`src/rtl/serial_subtractor_ctrl.sv`:
```
// serial_subtractor_ctrl: bit-serial LSB-first subtractor with IDLE/RUN/DONE control
module serial_subtractor_ctrl #(
  parameter int WIDTH = 8
) (
  input  logic             clk,
  input  logic             rst_n,
  input  logic             start,
  input  logic [WIDTH-1:0] a,
  input  logic [WIDTH-1:0] b,
  output logic             busy,
  output logic             done,
  output logic [WIDTH-1:0] diff,
  output logic             borrow
);
  localparam int CW = $clog2(WIDTH) + 1;
  localparam logic [CW-1:0] last_cnt = CW'(WIDTH - 1);
  typedef enum logic [1:0] {IDLE, RUN, DONE} state_t;
  state_t state, state_nx;
  logic [WIDTH-1:0] ra, rb, rd;
  logic [CW-1:0] cnt;
  logic brw, d, bout;
  // one-bit full-subtractor cell fed by the operand LSBs and the registered borrow
  assign d    = ra[0] ^ rb[0] ^ brw;
  assign bout = (~ra[0] & rb[0]) | (~(ra[0] ^ rb[0]) & brw);
  // state register
  always_ff @(posedge clk or negedge rst_n) begin
    if (!rst_n) state <= IDLE;
    else        state <= state_nx;
  end
  // next-state: accept start only in IDLE, leave RUN on the last bit, DONE lasts one cycle
  always_comb begin
    state_nx = IDLE;
    case (state)
      IDLE:    state_nx = start ? RUN : IDLE;
      RUN:     state_nx = (cnt == last_cnt) ? DONE : RUN;
      default: state_nx = IDLE;
    endcase
  end
  // operand capture and per-bit shift; result and borrow hold outside RUN
  always_ff @(posedge clk or negedge rst_n) begin
    if (!rst_n) begin
      ra  <= '0;
      rb  <= '0;
      rd  <= '0;
      brw <= 1'b0;
      cnt <= '0;
    end else if (state == IDLE && start) begin
      ra  <= a;
      rb  <= b;
      brw <= 1'b0;
      cnt <= '0;
    end else if (state == RUN) begin
      ra  <= ra >> 1;
      rb  <= rb >> 1;
      rd  <= {d, rd[WIDTH-1:1]};
      brw <= bout;
      cnt <= cnt + 1'b1;
    end
  end
  assign busy   = (state == RUN);
  assign done   = (state == DONE);
  assign diff   = rd;
  assign borrow = brw;
endmodule

```
`config.mk`:
```
export PLATFORM = sky130hd
export DESIGN_NAME = serial_subtractor_ctrl
export DESIGN_NICKNAME = d
export VERILOG_FILES = /design/src/rtl/serial_subtractor_ctrl.sv
export SDC_FILE = /design/constraint.sdc
export NUM_CORES = 1
export LEC_CHECK = 0
export ABC_AREA = 1
export ABC_CLOCK_PERIOD_IN_PS = 2670
export CAP_MARGIN = 0
export CORE_MARGIN = 5
export CORE_UTILIZATION = 54
export DETAILED_ROUTE_END_ITERATION = 7
export PLACE_DENSITY = 0.85
export SLEW_MARGIN = 25
export SYNTH_ARGS = -nofsm -noshare
export SYNTH_HDL_FRONTEND = slang
export SYNTH_SLANG_ARGS = --single-unit
```
`constraint.sdc`:
```
create_clock -name clk -period 2.67 [get_ports clk]
set_clock_uncertainty 0.1 [all_clocks]
set_input_delay 0.534 -clock clk [delete_from_list [all_inputs] [get_ports clk]]
set_output_delay 0.534 -clock clk [all_outputs]
set_load 0.01 [all_outputs]
```
---- Word-level counts from Yosys, hierarchy flattened ----
Cells that the tools add are included.
W data, S select, Z words.
storage, ports and cells
  register bits after elaboration ......... 31
  word-level logic and storage cells ...... 33
operators by class
  add/sub/neg operators ................... 1
  equal/unequal tests ..................... 3
  muxes and demuxes ....................... 11
  bitwise gates (word level) .............. 8
  reduce and logical (&&, ||, !) cells .... 4
operators with widths
  kind                   number
  $mux W8                4
  $mux W4                2
  $add A4 B1 Y4 const B  1
  $eq A4 B3 Y1 const B   1
  $pmux W2 S2            1
  $mux W1                3
  $not A1 Y1             3
  $and A1 B1 Y1          2
  $eq A2 B1 Y1 const B   1
  $eq A2 B2 Y1 const B   1
  $logic_not A2 Y1       1
  $mux W2                1
  $reduce_and A2 Y1      1
  $reduce_bool A2 Y1     1
  $xor A1 B1 Y1          2
  $logic_and A1 B1 Y1    1
  $or A1 B1 Y1           1

---- Logic depth before layout (Yosys ltp) ----
  depth after elaboration ................. 6
  mapped depth ............................ 8
  depth with buffers taken out ............ 7

---- Least setup slack after synthesis ----
OpenSTA, ideal clock, no wires.
  path kind ............................... reg-to-output
  from .................................... reg state[1]
  to ...................................... out busy
  data arrival time ....................... 0.732 ns
  required time ........................... 2.036 ns
  path slack .............................. 1.304 ns
  stages on the path, launching flop included .. 5
  cell sequence ........................... dfrtp_1 > inv_2 > nand2_4 > inv_2 > buf_2
on the way
  cells in the longest elaborated chain, start to end .. 1
RTL lines
  what                      RTL line  RTL
  start: declaration        18        state_t state, state_nx;
  start signal: assignment  28        else state <= state_nx;
  $eq A2 B1 Y1              60        assign busy = (state == RUN);
  end: declaration          10        output logic busy,
Every way passes these cells.

---- Worst setup path after layout ----
Ends and elaborated chain as after synthesis.

==> key figures <==
Floorplanning
  • Die area: 3880 um^2
  • Die X-Extent: 62.3 um
  • Initial Utilization: 55.0%
  • I/O Pins: 30
  • Die Height: 62.3 um
  • FP Rows: 19
  • Core area: 2690 um^2

Finish
  • Area Overhead vs Synth: 23.6%
  • Leading cell types in the layout, fill and taps excluded: 45 x nand2_1, 31 x dfrtp_1, 29 x clkdlybuf4s50_1, 23 x nand3_1, 12 x nand2_2
  • # nets final: 209
  • Diode count: 0
  • Register Area: 776 um^2
  • Final Instance Count excl. Fillers: 220
  • Layout fillers: 239
  • Commonest non-fill, non-tap cell in the layout: nand2_1
  • Layout cell share with drive strength beyond 1: 19.6%
  • Post-Route Utilization: 67.9%
  • Multi-input gate area: 582 um^2

Global routing
  • Initial antenna violation count: 0
  • First-pass GRT wire length: 4.91 mm
  • Largest net degree at the start of global routing: 32
  • Aggregate global routing overflow: 0
  • Overall routing resource usage: 15.8%
  • Vias in the first global route: 1140

Worst setup path
  • Reg-to-reg startpoint: state[1]$_DFF_PN0_
  • Reg-to-Reg End: cnt[3]$_DFFE_PN0P_
  • Critical-path top delay cell: clkdlybuf4s50_1
  • CP Cell Sequence: inv_2, nand2_4, inv_2, clkdlybuf4s50_1
  • R2R cell count: 7
  • Register-to-Register Setup Slack: 1120 ps
  • Crit path capture type: output pin
  • Req. time, crit path: 2040 ps
  • Most common cell on crit path: inv_2
  • Arrival time at the worst endpoint: 1670 ps
  • Setup CP Type: flop to output pin
  • Crit-path max FO: 30
  • Crit start category: flop
  • Slowest stage delay, CP: 530 ps

Power
  • Switching part of the total: 37.3%
  • Switching component of the power: 0.000737 W
  • PwrDens: 1080 nW/um^2
  • Gate power share: 40.1%
  • Leak: 0.903 nW
  • Int Pwr: 0.00124 W
  • Total power: 0.00198 W
  • Clock power frac: 19.2%
  • Flop pwr share: 40.7%
  • Peak VDD IR: 0.858 mV

Routing
  • DR vias: 1135
  • DR WL met3: 219 um
  • Wire per inst: 12.6 um
  • Iter 0 DRT Violations: 46
  • Met1 wire length: 1.10 mm
  • Overall routed net length: 2.78 mm
  • ANT nets after route: 0
  • Via-to-Cell Ratio: 5.16
  • DR WL met2: 1.43 mm
  • Uppermost layer routed: met4
  • DRC viols: 0
  • DRT Pass-1 Iters: 5

Placement
  • Port bufs: 29
  • Inst Count DP: 212
  • Hpwl dp: 1.98 mm
  • Placer's final routability congestion estimate: 0.725

Synthesis
  • Synthesized area: 1480 um^2
  • Synth Register Bits: 31
  • Synth Area in Adders: 2.20%
  • Synth top area share: 52.5%
  • Post-synthesis compound-gate area fraction: 3.39%
  • Syn Inst Count: 158
  • Dominant cells by area after synthesis: dfrtp_1 53%, nand2_1 11%, nand3_1 7.8%, nand3_2 6.8%, nand2_2 5.1%
  • Mapped Nets: 179
  • Netlist cell types: 20
  • Yosys warns: 0
  • Synth Area in Simple Gates: 33.8%
  • Sequential area share after synthesis: 52.5%
  • Syn_area_per_cell: 9.34 um^2
  • XOR/XNOR Fraction of Synth Area: 0%
  • Largest family of logic cells by synthesized area: simple AND/OR/NAND/NOR gates
  • Post-synth top area cell: dfrtp_1
  • Multiplexer area fraction after synthesis: 0%

Timing
  • Final setup viols: 0
  • Unrepaired setup endpoints after global routing: no
  • Slew @ Worst Pin: 387 ps
  • Final Hold Vio Count: 0
  • Crit share post-route: 86.2%
  • Slew headroom: 74.2%
  • Min Clock Period, post-route: 2300 ps
  • Max-slew violations: 0
  • Fmax: 434 MHz
  • Hold slack: 405 ps
  • Setup TNS: 0 ps

Status
  • Status: complete, no violations

Clock tree
  • Max clock buf depth: 2
  • Num CTS Buffers: 5
  • CTS sink cnt: 31
  • Post-CTS Hold Buffers: 0
  • Clock transition at path regs: 100 ps
  • Post-CTS Resized: 0
  • Setup bufs post-CTS: 0
  • Clock Latency Late Sink: 330 ps
  • H-tree levels: 2
  • Root buffer cell: clkbuf_4
  • CTS tree: yes

Hold path
  • Tightest Hold Check Type: flop to flop
  • Hold Path Cell Cnt: 2
  • WHS Endpoint: diff[0]$_DFFE_PN0P_
  • Hold Path Origin: diff[0]$_DFFE_PN0P_

Job
  • Max Cap Viol: 0
==> flip-flops by register name, summed over array words and instances (netlist names) <==
name / flops
state: 2
ra: 8
diff: 8
cnt: 4
borrow: 1
rb: 8
==> power groups by stage <==
| stage | logic, W | clock network (W) | registers [W] |
|---|---|---|---|
| after global routing | 0.000907 | 0.000414 | 0.000827 |
| after CTS | 0.000810 | 0.000390 | 0.000804 |
| final | 0.000793 | 0.000379 | 0.000804 |
| after detailed placement | 0.000806 | 0 | 0.000812 |
| after floorplan | 0.000599 | 0 | 0.000815 |
| after global placement | 0.000767 | 0 | 0.000800 |
==> worst max-delay path by stage <==
stage                        from   end  slack (ps)  cells past startpoint
6_report       state[1]$_DFF_PN0_  busy         370                      4
3_5_place_dp   state[1]$_DFF_PN0_  busy         730                      4
2_1_floorplan  state[1]$_DFF_PN0_  busy        1300                      4
4_1_cts        state[1]$_DFF_PN0_  busy         350                      4
3_3_place_gp   state[1]$_DFF_PN0_  busy         770                      4
5_1_grt        state[1]$_DFF_PN0_  busy         270                      4
==> cells by family (layout without fill, tap and decap cells) <==
group | count (synthesis) | after routing
buffers and inverters | 17 | 48
AND/OR/NAND/NOR | 98 | 98
flip-flops | 31 | 31
adder cells (fa/ha/maj) | 2 | 2
AO/OA/AOI/OAI | 10 | 10
==> stage by stage <==
stage          setup slack (ps)  area [um^2]
2_1_floorplan              1300         1480
3_3_place_gp                765         1740
3_5_place_dp                734         1740
4_1_cts                     346         1820
5_1_grt                     273         1820
6_report                    367         1820
==> cell type report <==
cell class,count,share of cell area [%]
Clock buffer,6,2.81
Clock inverter,2,1.92
Inverter,9,1.99
Multi-Input combinational cell,110,31.9
Sequential cell,31,42.5
Tap cell,31,2.13
Timing Repair Buffer,31,16.7
==> synthesized netlist by cell type (all sizes together) <==
master	count
fa	1
inv	9
nor2	6
nand2	58
dfrtp	31
o21ai	9
or2	1
a21oi	1
nand3	33
buf	8
ha	1
==> per-layer routing <==
| metal | vias to the layer above | global-route usage, % |
|---|---|---|
| met5 | - | 0 |
| met4 | 0 | 6.37 |
| met3 | 4 | 7.03 |
| met2 | 42 | 26.8 |
| met1 | 518 | 17.1 |
| li1 | 571 | - |
==> critical path: cells and delay by family, from the launching register on <==
| family | cells | cell delay (ps) |
|---|---|---|
| DFF | 1 | 410 |
| buffers and inverters | 3 | 730 |
| and+or+nand+nor | 1 | 190 |
Note: power is estimated with default switching activity, not from simulation.
